### src/rtl/shift_sequencer.sv
// Two-requester round-robin shift/rotate unit. By default it shifts one bit per clock.
// Defining SHIFT_SEQ_BARREL_EN switches to a single-cycle barrel datapath.
module shift_sequencer #(
  parameter int WIDTH = 16,
  parameter int CNT_W = $clog2(WIDTH) + 1
) (
  input  logic             clk,
  input  logic             rst,
  input  logic             req0_valid,
  output logic             req0_ready,
  input  logic [2:0]       req0_op,
  input  logic [WIDTH-1:0] req0_data,
  input  logic [15:0]      req0_amt,
  input  logic             req1_valid,
  output logic             req1_ready,
  input  logic [2:0]       req1_op,
  input  logic [WIDTH-1:0] req1_data,
  input  logic [15:0]      req1_amt,
  output logic             out_valid,
  input  logic             out_ready,
  output logic [WIDTH-1:0] out_data,
  output logic             out_id,
  output logic             out_err,
  output logic             busy
);

  localparam int SH_W = $clog2(WIDTH);

  typedef enum logic [1:0] {IDLE, EXEC, DONE} state_t;

  state_t             state_reg, state_next;
  logic [2:0]         op_reg, op_next;
  logic [WIDTH-1:0]   work_reg, work_next;
  logic [CNT_W-1:0]   cnt_reg, cnt_next;
  logic               id_reg, id_next;
  logic               err_reg, err_next;
  logic               rr_last_reg, rr_last_next;

  logic               grant;
  logic               accept;
  logic [2:0]         sel_op;
  logic [WIDTH-1:0]   sel_data;
  logic [15:0]        sel_amt;
  logic [CNT_W-1:0]   sel_cnt;
  logic [WIDTH-1:0]   step;

  // When both are valid, the requester that did not win last time gets the grant.
  always_comb begin
    if (req0_valid && req1_valid) grant = ~rr_last_reg;
    else                          grant = req1_valid;
  end

  assign req0_ready = rst & (state_reg == IDLE) & ~grant & req0_valid;
  assign req1_ready = rst & (state_reg == IDLE) &  grant & req1_valid;
  assign accept     = req0_ready | req1_ready;

  assign sel_op   = grant ? req1_op   : req0_op;
  assign sel_data = grant ? req1_data : req0_data;
  assign sel_amt  = grant ? req1_amt  : req0_amt;

  // Shifts saturate at WIDTH. Rotates wrap modulo WIDTH.
  always_comb begin
    case (sel_op)
      3'd0, 3'd1, 3'd2:
        sel_cnt = (sel_amt >= 16'(WIDTH)) ? CNT_W'(WIDTH) : CNT_W'(sel_amt);
      3'd3, 3'd4:
        sel_cnt = CNT_W'(sel_amt[SH_W-1:0]);
      default:
        sel_cnt = '0;
    endcase
  end

  always_comb begin
    step = work_reg;
    case (op_reg)
      3'd0:    step = {work_reg[WIDTH-2:0], 1'b0};
      3'd1:    step = {1'b0, work_reg[WIDTH-1:1]};
      3'd2:    step = {work_reg[WIDTH-1], work_reg[WIDTH-1:1]};
      3'd3:    step = {work_reg[WIDTH-2:0], work_reg[WIDTH-1]};
      3'd4:    step = {work_reg[0], work_reg[WIDTH-1:1]};
      default: step = work_reg;
    endcase
  end

`ifdef SHIFT_SEQ_BARREL_EN
  // Stage gi applies a shift of 2**gi when bit gi of the count is set.
  logic [WIDTH-1:0] stage [0:CNT_W];
  assign stage[0] = sel_data;
  for (genvar gi = 0; gi < CNT_W; gi++) begin : g_barrel
    localparam int K = 1 << gi;
    logic [WIDTH-1:0] lsl_v, lsr_v, asr_v, rol_v, ror_v, sel_v;
    assign lsl_v = stage[gi] << K;
    assign lsr_v = stage[gi] >> K;
    assign asr_v = WIDTH'($signed(stage[gi]) >>> K);
    assign rol_v = (stage[gi] << K) | (stage[gi] >> (WIDTH - K));
    assign ror_v = (stage[gi] >> K) | (stage[gi] << (WIDTH - K));
    assign sel_v = (sel_op == 3'd0) ? lsl_v :
                   (sel_op == 3'd1) ? lsr_v :
                   (sel_op == 3'd2) ? asr_v :
                   (sel_op == 3'd3) ? rol_v :
                   (sel_op == 3'd4) ? ror_v : stage[gi];
    assign stage[gi+1] = sel_cnt[gi] ? sel_v : stage[gi];
  end
`endif

  always_comb begin
    state_next   = state_reg;
    op_next      = op_reg;
    work_next    = work_reg;
    cnt_next     = cnt_reg;
    id_next      = id_reg;
    err_next     = err_reg;
    rr_last_next = rr_last_reg;
    case (state_reg)
      IDLE: begin
        if (accept) begin
          op_next      = sel_op;
          id_next      = grant;
          err_next     = (sel_op > 3'd4);
          rr_last_next = grant;
`ifdef SHIFT_SEQ_BARREL_EN
          work_next    = stage[CNT_W];
          cnt_next     = '0;
          state_next   = DONE;
`else
          work_next    = sel_data;
          cnt_next     = sel_cnt;
          state_next   = (sel_cnt != '0) ? EXEC : DONE;
`endif
        end
      end
      EXEC: begin
        work_next = step;
        cnt_next  = cnt_reg - CNT_W'(1);
        if (cnt_reg == CNT_W'(1)) state_next = DONE;
      end
      DONE: begin
        if (out_ready) state_next = IDLE;
      end
      default: state_next = IDLE;
    endcase
  end

  always_ff @(posedge clk) begin
    if (!rst) begin
      state_reg   <= IDLE;
      op_reg      <= '0;
      work_reg    <= '0;
      cnt_reg     <= '0;
      id_reg      <= 1'b0;
      err_reg     <= 1'b0;
      rr_last_reg <= 1'b1;
    end else begin
      state_reg   <= state_next;
      op_reg      <= op_next;
      work_reg    <= work_next;
      cnt_reg     <= cnt_next;
      id_reg      <= id_next;
      err_reg     <= err_next;
      rr_last_reg <= rr_last_next;
    end
  end

  assign out_valid = (state_reg == DONE);
  assign out_data  = work_reg;
  assign out_id    = id_reg;
  assign out_err   = err_reg;
  assign busy      = (state_reg != IDLE);

endmodule
### config.mk
export PLATFORM = sky130hd
export DESIGN_NAME = shift_sequencer
export DESIGN_NICKNAME = d
export VERILOG_FILES = /design/src/rtl/shift_sequencer.sv
export SDC_FILE = /design/constraint.sdc
export NUM_CORES = 1
export LEC_CHECK = 0
export ABC_AREA = 1
export CAP_MARGIN = 5
export CORE_ASPECT_RATIO = 0.6
export CORE_MARGIN = 1
export CORE_UTILIZATION = 44
export CTS_BUF_LIST = sky130_fd_sc_hd__clkbuf_16
export CTS_CLUSTER_SIZE = 10
export DETAILED_ROUTE_END_ITERATION = 8
export GPL_TIMING_DRIVEN = 0
export PLACE_DENSITY = 0.95
export SYNTH_ARGS = -nofsm -noshare
export SYNTH_HDL_FRONTEND = slang
export SYNTH_SLANG_ARGS = --single-unit
### constraint.sdc
create_clock -name clk -period 2.5 [get_ports clk]
set_clock_uncertainty 0.1 [all_clocks]
set_input_delay 0.5 -clock clk [delete_from_list [all_inputs] [get_ports clk]]
set_output_delay 0.5 -clock clk [all_outputs]
set_load 0.05 [all_outputs]
Word-level counts from Yosys, hierarchy flattened
Index checks and enable logic that the tools add are counted.
Cells by class
  add/subtract/negate cells: 1
  order comparisons: 2
  eq/ne operators: 17
  muxes and demuxes: 16
  bitwise operators: 8
  reductions and logical operators: 14
Operators by type and width (number)
  16-bit one-hot mux with 5 select lines: 1
  16-bit two-way mux: 3
  16-bit one-hot mux with 2 select lines: 1
  5-bit one-hot mux with 2 select lines: 2
  16-bit by 5-bit greater-or-equal comparator with 1-bit output, second input constant: 1
  3-bit by 2-bit == test with 1-bit output, second input constant: 4
  5-bit two-way mux: 2
  2-bit two-way mux: 4
  3-bit by 1-bit == test with 1-bit output, second input constant: 2
  3-bit == test, second input constant: 2
  3-bit zero test: 2
  2-bit inequality test, second input constant: 3
  6-bit by 1-bit inequality test with 1-bit output, second input constant: 1
  2-bit one-hot mux with 3 select lines: 1
  3-bit AND reduction: 2
  1-bit AND: 5
  5-bit by 1-bit == test with 1-bit output, second input constant: 1
  5-bit by 1-bit inequality test with 1-bit output, second input constant: 1
  5-bit nonzero test: 1
  5-bit by 1-bit subtractor with 5-bit output, second input constant: 1
  2-bit AND reduction: 2
  4-bit AND reduction: 1
  2-bit nonzero test: 2
  3-bit > comparator, second input constant: 1
  11 further kinds: 12
Word-level totals
  register bits: 29
  bits of input ports: 75
  output and inout bits: 22
  word-level logic and storage cells: 66

Logic depth before layout (Yosys ltp)
Gate-level depths: netlist of run 1.
  word-level depth: 10
  depth in mapped cells: 12
  gate-level depth less buffers: 12

Least setup slack after synthesis of run 1
No wires, ideal clock.
  kind: in2out
  from: input req1_valid
  to: output req0_ready
  arrival: 1.586 ns
  required time: 1.900 ns
  slack: 0.314 ns
  stages: 5
  buffers on the path: 2
  cells stage by stage: inv_2 a21oi_2 buf_2 buf_2 nor2_1
On the way
  longest elaborated chain between the ends: 5
RTL lines
  start: declaration: line 14  | input logic req1_valid,
  1-bit logical AND: line 49  | if (req0_valid && req1_valid) grant = ~rr_last_reg;
  1-bit two-way mux (*): line 49
  1-bit inverter (*): line 53  | assign req0_ready = rst & (state_reg == IDLE) & ~grant & req0_valid;
  1-bit AND (*) (2 in series): line 53
  end: declaration: line 10  | output logic req0_ready,
Every way passes the cells marked *; elsewhere a longest branch is shown, timed or not.

Worst setup path in the final report of run 1
Ends and elaborated chain as after synthesis.

==> results.py, run 1 <==
metrics = {
    "critical_path": {
        "reg2reg_slack_ns": 0.60,
        "end_kind": "output port",
        "arrival_ns": 1.83,
        "crit_required_ns": 1.90,
        "reg2reg_to": "out_data[7]$_SDFFE_PN0P_",
        "reg2reg_depth": 10,
        "r2r_start": "op_reg[2]$_SDFFE_PN0P_",
        "endpoint": "req0_ready",
        "crit_type": "in -> out",
        "crit_fanout": 19,
        "start_kind": "primary input",
        "crit_path_start": "req1_valid",
    },
    "final_layout": {
        "largest_register_ffs": 16,
        "drive_gt1_frac": 0.0819,
        "nets": 492,
        "final_design_area_no_fill_mm2": 0.00314,
        "diodes": 0,
        "mostFrequentLayoutCells": "clkdlybuf4s50_1, nor2_1, nand2_1",
        "fin_cells": 475,
        "layout_commonest_cell": "clkdlybuf4s50_1",
        "syn2layout_area_growth_pct": 61.0,
    },
    "clock_network": {
        "cts.clk_slew.worst_paths_ns": 0.04,
        "cts_tree": "yes",
        "clock_sinks": 29,
        "hold_buffers": 0,
        "worstSkewPairLatency_ns": 0.27,
        "cts_max_level": 2,
        "clockBufferDepth": 2,
        "cts_made_buffers": 5,
        "cts-root-buf": "clkbuf_16",
    },
    "drt": {
        "drtIter0Drc": 292,
        "drc": 0,
        "antenna_left": 0,
        "wl_per_cell_um": 14.2,
        "drt_wl_total_um": 6730,
        "vias": 2599,
        "via_per_inst": 5.47,
        "dr.pass1.iters": 6,
    },
    "timing": {
        "hold_violations": 0,
        "setup_viol_count_final": 0,
        "slew_headroom": 0.650,
        "holdWs_ns": 0.368,
        "slew_violations": 0,
        "min_period_ns": 2.43,
        "max_freq_ghz": 0.411,
        "fin_crit_sh": 0.972,
        "worst_pin_slew_ns": 0.525,
        "fin_ws_ns": 0.0691,
    },
    "global_routing": {
        "grt_overflow": 0,
        "grt_pass1_wl_um": 10800,
        "grt_pass1_vias": 2452,
        "grt_max_degree": 20,
        "antenna_found_initial": 0,
        "grt_usage": 0.303,
    },
    "floorplanning": {
        "die_y_um": 53.5,
        "core_area_mm2": 0.00417,
        "ios": 97,
        "start_util": 0.468,
        "dieArea_mm2": 0.00471,
        "placementRows": 18,
        "die_x_um": 87.9,
    },
    "job": {
        "drv_cap": 0,
    },
    "logic_synthesis": {
        "synthTopCellsByArea": "dfxtp_1, nor2_1, nand2_1, o21ai_0, a31oi_1",
        "synth_async_sr_flop_share": 0,
        "synth_cell_types": 28,
        "synth_fp_nets": 388,
        "synth_top_area_share": 0.298,
        "synth_area_mm2": 0.00195,
        "ys_seq_area_frac": 0.298,
        "synth.avg_cell_area_um2": 6.26,
        "ys_ff_latch": 29,
        "postSynthCellCount": 311,
        "synth_flop_cell": "dfxtp_1",
        "yosys.area.top_type": "dfxtp_1",
        "synth-edff-count": 0,
        "yosys_warnings": 0,
    },
    "worst_hold_path": {
        "hold_path_startpoint": "out_id$_SDFFE_PN0P_",
        "hold_class": "reg -> reg",
    },
    "placed_design": {
        "dpl_cell_area_mm2": 0.00298,
        "place_ws_ns": -0.826,
        "port_buffers": 96,
        "place.detailed.hpwl_um": 4960,
        "place_inst": 467,
        "gp_congestion": 0.899,
    },
    "pwr": {
        "p_leak_uw": 0.00128,
        "power_density_mw_per_mm2": 1140,
        "vdd_drop_max_uv": 906,
    },
    "outcome": {
        "status": "finished, final reports clean",
    },
}
[kinds of logic (layout without fill, tap and decap cells)]
group,after synthesis,count (layout),synth area share
buf+inv,46,150,0.101
compound gates,99,99,0.293
flops,29,29,0.298
fa+ha+maj,2,2,0.0128
simple gates,135,135,0.295
[synthesized netlist by cell type, types with 2 or more instances]
| cell type | instances |
|---|---|
| a21oi_1 | 17 |
| clkbuf_1 | 6 |
| nor2_4 | 2 |
| dfxtp_1 | 29 |
| nand4_1 | 5 |
| nor3_1 | 4 |
| a31oi_1 | 21 |
| inv_2 | 3 |
| o21ai_1 | 16 |
| nand2_2 | 6 |
| nor2_1 | 57 |
| buf_6 | 2 |
| o211ai_1 | 8 |
| nand3_1 | 7 |
| nand2_1 | 49 |
| or2_2 | 2 |
| ha_1 | 2 |
| o21ai_0 | 32 |
| inv_1 | 28 |
| buf_2 | 7 |
[area by class of cell]
| class | instances | area [µm²] |
|---|---|---|
| multi-input cells | 236 | 1180 |
| fillers | 313 | 1030 |
| repair buffers | 98 | 968 |
| flip-flops and latches | 29 | 581 |
| clock buffers | 5 | 125 |
| inverters | 31 | 116 |
| plain buffers | 14 | 85.1 |
| well taps | 60 | 75.1 |
| clock inverters | 2 | 7.51 |
[how the worst min path moves through the flow]
stage	to	cells after the start
2_1_floorplan	rr_last_reg$_SDFFE_PN1P_	2
3_3_place_gp	out_id$_SDFFE_PN0P_	2
3_5_place_dp	out_id$_SDFFE_PN0P_	2
4_1_cts	out_id$_SDFFE_PN0P_	2
5_1_grt	out_id$_SDFFE_PN0P_	2
6_report	out_id$_SDFFE_PN0P_	2
[metal layers]
layer,routed length [µm],vias up,track usage,part of all wire
met5,0,-,0,0
met4,121,0,0.0984,0.018
met3,782,23,0.0890,0.12
met2,3000,148,0.497,0.45
met1,2830,1165,0.389,0.42
li1,-,1263,-,-
[worst max-delay path, stage by stage]
cell and delay, ns:
clkdlybuf4s50_1 0.52, inv_2 0.06, a21oi_4 0.25, buf_8 0.22
nor2_1 0.07, buf_2 0.21
[metrics by stage]
| step | util | setup TNS, ns | power (µW) |
|---|---|---|---|
| finish | 0.753 | 0 | 3580 |
| CTS | 0.749 | 0 | 3530 |
| global placement | 0.716 | -1.33 | 2910 |
| global route | 0.753 | -0.00575 | 3790 |
| detailed placement | 0.716 | -1.61 | 2960 |
| floorplan | - | 0 | 2260 |
[where the power goes]
| part | internal (µW) | total [µW] | leakage, µW | switching, µW |
|---|---|---|---|---|
| sequential | 670 | 877 | 0.000240 | 207 |
| combinational | 738 | 2160 | 0.000973 | 1420 |
| clock | 355 | 552 | 0.0000685 | 198 |
[what timing repair did]
action	4_1_cts	5_1_grt
endpoints found under the setup margin	2	2
buffers inserted	0	2
resized for setup	14	1
Note: power is estimated with default switching activity, not from simulation.
==> inputs of run 2 (changes only) <==
- SKIP_CTS_REPAIR_TIMING: unset -> 1
- SLEW_MARGIN: unset -> 20
==> run 2 against run 1 <==
Combinational power is essentially flat. Cell count shrank 0.21%. Worst setup slack gained 0.022 ns. Total power is essentially flat. Clock-buffer cell count is the same. Utilization shrank 0.18 points. Sequential power is essentially flat. Clock power is essentially flat. Hold slack is essentially flat. Flip-flop and latch count is the same. Register-to-register slack lost 0.05 ns. Largest power group unchanged.
==> results.py, run 2 (synthesis gave the netlist of run 1 again) <==
metrics = {
    "outcome": {
        "status": "finished, final reports clean",
    },
    "timing": {
        "rsz0062_at_grt": "no",
        "fin_tns_setup_ns": 0,
        "worst_pin_slew_ns": 0.534,
        "min_period_ns": 2.41,
        "setup_viol_count_final": 0,
        "fin_crit_sh": 0.964,
        "fin_ws_ns": 0.0909,
        "slew_headroom": 0.644,
        "slew_violations": 0,
        "hold_violations": 0,
        "holdWs_ns": 0.368,
        "max_freq_ghz": 0.415,
    },
    "drt": {
        "wl_per_cell_um": 14.2,
        "drc": 0,
        "vias": 2641,
        "via_per_inst": 5.57,
        "drt_wl_total_um": 6750,
        "drtIter0Drc": 291,
        "dr.pass1.iters": 8,
        "antenna_left": 0,
    },
    "critical_path": {
        "crit_slowest_cell": "clkdlybuf4s50_1",
        "cp_num_buf_inv": 4,
        "crit_type": "in -> out",
        "start_kind": "primary input",
        "end_kind": "output port",
        "crit_fanout": 19,
        "path_cells": "clkdlybuf4s50_1 -> inv_2 -> a21oi_4 -> buf_8 -> nor2_1 -> buf_2",
        "crit_required_ns": 1.90,
        "slowest_delay_ns": 0.52,
        "arrival_ns": 1.81,
        "reg2reg_slack_ns": 0.55,
        "cp_top_family": "buffers and inverters",
    },
    "global_routing": {
        "antenna_found_initial": 0,
        "grt-busiest-layer": "met2",
        "grt_overflow": 0,
        "grt_max_degree": 11,
        "use_met3": 0.0890,
        "grt_pass1_vias": 2464,
        "grt_pass1_wl_um": 10800,
        "grt_usage": 0.304,
        "grtUsageMet2": 0.512,
        "gr-usage-met1": 0.382,
    },
    "floorplanning": {
        "die_x_um": 87.9,
        "start_util": 0.468,
        "dieArea_mm2": 0.00471,
        "core_area_mm2": 0.00417,
        "placementRows": 18,
        "ios": 97,
        "die_y_um": 53.5,
    },
    "placed_design": {
        "dpl_cell_area_mm2": 0.00298,
        "port_buffers": 96,
        "place.detailed.hpwl_um": 4960,
        "gp_congestion": 0.899,
        "place_ws_ns": -0.826,
    },
    "final_layout": {
        "mostFrequentLayoutCells": "clkdlybuf4s50_1, nor2_1, nand2_1",
        "final_design_area_no_fill_mm2": 0.00313,
        "syn2layout_area_growth_pct": 60.6,
        "largest_register_ffs": 16,
        "diodes": 0,
        "nets": 491,
        "layout_commonest_cell": "clkdlybuf4s50_1",
        "drive_gt1_frac": 0.0797,
    },
    "clock_network": {
        "cts.clk_slew.worst_paths_ns": 0.05,
        "cts_max_level": 2,
        "cts-root-buf": "clkbuf_16",
        "cts_tree": "yes",
        "cts_made_buffers": 5,
        "worstSkewPairLatency_ns": 0.27,
        "clock_sinks": 29,
        "clockBufferDepth": 2,
    },
    "pwr": {
        "p_leak_uw": 0.00128,
        "vdd_drop_max_uv": 906,
        "power.total_uw": 3580,
        "power_density_mw_per_mm2": 1150,
    },
    "worst_hold_path": {
        "hold_class": "reg -> reg",
    },
    "job": {
        "drv_cap": 0,
    },
}
run 2: area by class of cell:
type / instances / area (µm²)
clock buffers: 5 / 125
repair buffers: 97 / 961
inverters: 31 / 116
flip-flops and latches: 29 / 581
plain buffers: 14 / 85.1
fillers: 314 / 1040
clock inverters: 2 / 7.51
multi-input cells: 236 / 1180
well taps: 60 / 75.1
run 2: stage by stage:
step / util / instances
final: 0.751 / 474
after global routing: 0.751 / 474
after CTS: 0.748 / 474
after detailed placement: 0.716 / 467
after global placement: 0.716 / 467
after floorplan: - / 311
run 2: layer usage:
metal / vias to the layer above / wire length [µm]
met5: - / 0
met4: 0 / 142
met3: 26 / 847
met2: 188 / 2960
met1: 1166 / 2800
li1: 1261 / -
run 2: worst min-delay path: cells and delay by family (launching register included):
family           cells  cell delay, ns
and+or+nand+nor      2            0.11
DFF                  1            0.30
run 2: final timing paths:
check / cells past startpoint / startpoint / to
worst max-delay path: 6 / req1_valid / req0_ready
worst min-delay path: 2 / out_id$_SDFFE_PN0P_ / out_id$_SDFFE_PN0P_
worst max register to register: 10 / op_reg[2]$_SDFFE_PN0P_ / out_data[12]$_SDFFE_PN0P_
worst min register to register: 2 / out_id$_SDFFE_PN0P_ / out_id$_SDFFE_PN0P_
run 2: power by group:
group          total [µW]  leakage, µW  switching [µW]  internal (µW)
logic                2160     0.000967            1420            736
registers             879     0.000240             209            670
clock network         550    0.0000685             195            354
==> inputs of run 3 (changes only) <==
--- a/config.mk
+++ b/config.mk
@@ -17,2 +17,3 @@
 export PLACE_DENSITY = 0.95
+export RECOVER_POWER = 50
 export SKIP_CTS_REPAIR_TIMING = 1
--- a/constraint.sdc
+++ b/constraint.sdc
@@ -4,2 +4,2 @@
 set_output_delay 0.5 -clock clk [all_outputs]
-set_load 0.05 [all_outputs]
+set_load 0.02 [all_outputs]
==> run 3 against run 2 <==
Total power decreased by 12%. Wire length decreased by 0.58%. Cell area increased by 0.44%. Global-route usage unchanged. Utilization increased by 0.33 points. Sequential share of layout area decreased by 0.081 points. Critical path depth unchanged. Clock-buffer cell count unchanged. Sequential power decreased by 0.8%. Clock power about the same. Critical path type unchanged.
==> results.py, run 3 (synthesis gave the netlist of run 1 again) <==
metrics = {
    "outcome": {
        "status": "finished, final reports clean",
    },
    "global_routing": {
        "use_met3": 0.0890,
        "grt_usage": 0.304,
        "grt_pass1_vias": 2464,
        "grt_overflow": 0,
        "grt_pass1_wl_um": 10800,
        "gr-usage-met1": 0.382,
        "grt_max_degree": 11,
        "grt-busiest-layer": "met2",
        "antenna_found_initial": 0,
        "grtUsageMet2": 0.512,
    },
    "final_layout": {
        "n_fill_cell": 319,
        "mostFrequentLayoutCells": "clkdlybuf4s50_1, nor2_1, nand2_1",
        "largest_register_ffs": 16,
        "fin_cells": 474,
        "syn2layout_area_growth_pct": 61.3,
        "drive_gt1_frac": 0.0652,
        "regArea_um2": 581,
        "layout_commonest_cell": "clkdlybuf4s50_1",
        "multi_input_area_mm2": 0.00117,
        "diodes": 0,
        "nets": 491,
    },
    "timing": {
        "worst_pin_slew_ns": 0.524,
        "setup_viol_count_final": 0,
        "min_period_ns": 2.37,
        "fin_crit_sh": 0.950,
        "fin_tns_setup_ns": 0,
        "holdWs_ns": 0.366,
        "slew_headroom": 0.651,
        "hold_violations": 0,
        "slew_violations": 0,
        "rsz0062_at_grt": "no",
        "max_freq_ghz": 0.421,
    },
    "placed_design": {
        "gp_congestion": 0.899,
        "place_inst": 467,
        "port_buffers": 96,
        "place.detailed.hpwl_um": 4960,
    },
    "clock_network": {
        "cts_max_level": 2,
        "cts_tree": "yes",
        "cts_made_buffers": 5,
        "cts.clk_slew.worst_paths_ns": 0.05,
        "clock_sinks": 29,
        "cts-root-buf": "clkbuf_16",
        "clockBufferDepth": 2,
        "worstSkewPairLatency_ns": 0.27,
    },
    "critical_path": {
        "start_kind": "primary input",
        "arrival_ns": 1.77,
        "end_kind": "output port",
        "crit_type": "in -> out",
        "crit_required_ns": 1.90,
        "crit_fanout": 19,
    },
    "pwr": {
        "p_leak_uw": 0.00135,
        "vdd_drop_max_uv": 644,
        "power_density_mw_per_mm2": 1010,
        "power.total_uw": 3170,
    },
    "floorplanning": {
        "start_util": 0.468,
        "die_y_um": 53.5,
        "placementRows": 18,
        "core_area_mm2": 0.00417,
        "ios": 97,
        "dieArea_mm2": 0.00471,
        "die_x_um": 87.9,
    },
    "drt": {
        "antenna_left": 0,
        "vias": 2598,
        "drt_wl_total_um": 6710,
        "wl_per_cell_um": 14.2,
        "drtIter0Drc": 233,
        "dr.pass1.iters": 5,
        "drc": 0,
        "via_per_inst": 5.48,
    },
    "worst_hold_path": {
        "hold_class": "reg -> reg",
    },
    "job": {
        "drv_cap": 0,
    },
}
==> run 3: changes by cell type in the layout (fill, tap and decap cells not counted), sizes merged <==
cell | before | now
dlygate4sd3 | 0 | 19
dlymetal6s2s | 1 | 3
buf | 10 | 8
clkdlybuf4s50 | 93 | 74
==> run 3: path summary, 6_finish.rpt <==
path	startpoint	cells after the start	slack, ns	to
max	req1_valid	6	0.13	req0_ready
min	out_id$_SDFFE_PN0P_	2	0.37	out_id$_SDFFE_PN0P_
max reg2reg	state_reg[0]$_SDFFE_PN0P_	10	0.57	out_data[5]$_SDFFE_PN0P_
min reg2reg	out_id$_SDFFE_PN0P_	2	0.37	out_id$_SDFFE_PN0P_
==> run 3: report_power, final <==
part	leakage (µW)	internal (µW)	total [µW]	switching, µW
sequential	0.000240	670	872	202
clock	0.0000685	355	552	197
combinational	0.00104	690	1740	1050
total	0.00135	1710	3170	1450
==> run 3: final cells by class <==
class                           instances  area share
Timing Repair Buffer                   97       0.311
Clock inverter                          2     0.00239
Buffer                                 14      0.0283
Clock buffer                            5      0.0398
Inverter                               31      0.0370
Multi-Input combinational cell        236       0.373
Tap cell                               60      0.0239
Sequential cell                        29       0.185
==> run 3: worst max-delay path: stages <==
cell	delay [ns]
clkdlybuf4s50_1	0.51
inv_1	0.08
a21oi_4	0.22
buf_12	0.19
nor2_1	0.06
dlymetal6s2s_1	0.20
==> run 3: metrics by stage <==
| stage | setup slack, ns | util | area [µm²] |
|---|---|---|---|
| 2_1_floorplan | 0.649 | - | 1950 |
| 3_3_place_gp | -0.654 | 0.716 | 2980 |
| 3_5_place_dp | -0.663 | 0.716 | 2980 |
| 4_1_cts | -0.700 | 0.748 | 3120 |
| 5_1_grt | 0.0163 | 0.754 | 3140 |
| 6_report | 0.125 | 0.754 | 3140 |
==> run 3: routing by layer <==
layer  vias up  share of wire
met3        22           0.11
met4         0          0.017
met5         -              0
met2       156           0.44
met1      1163           0.43
li1       1257              -
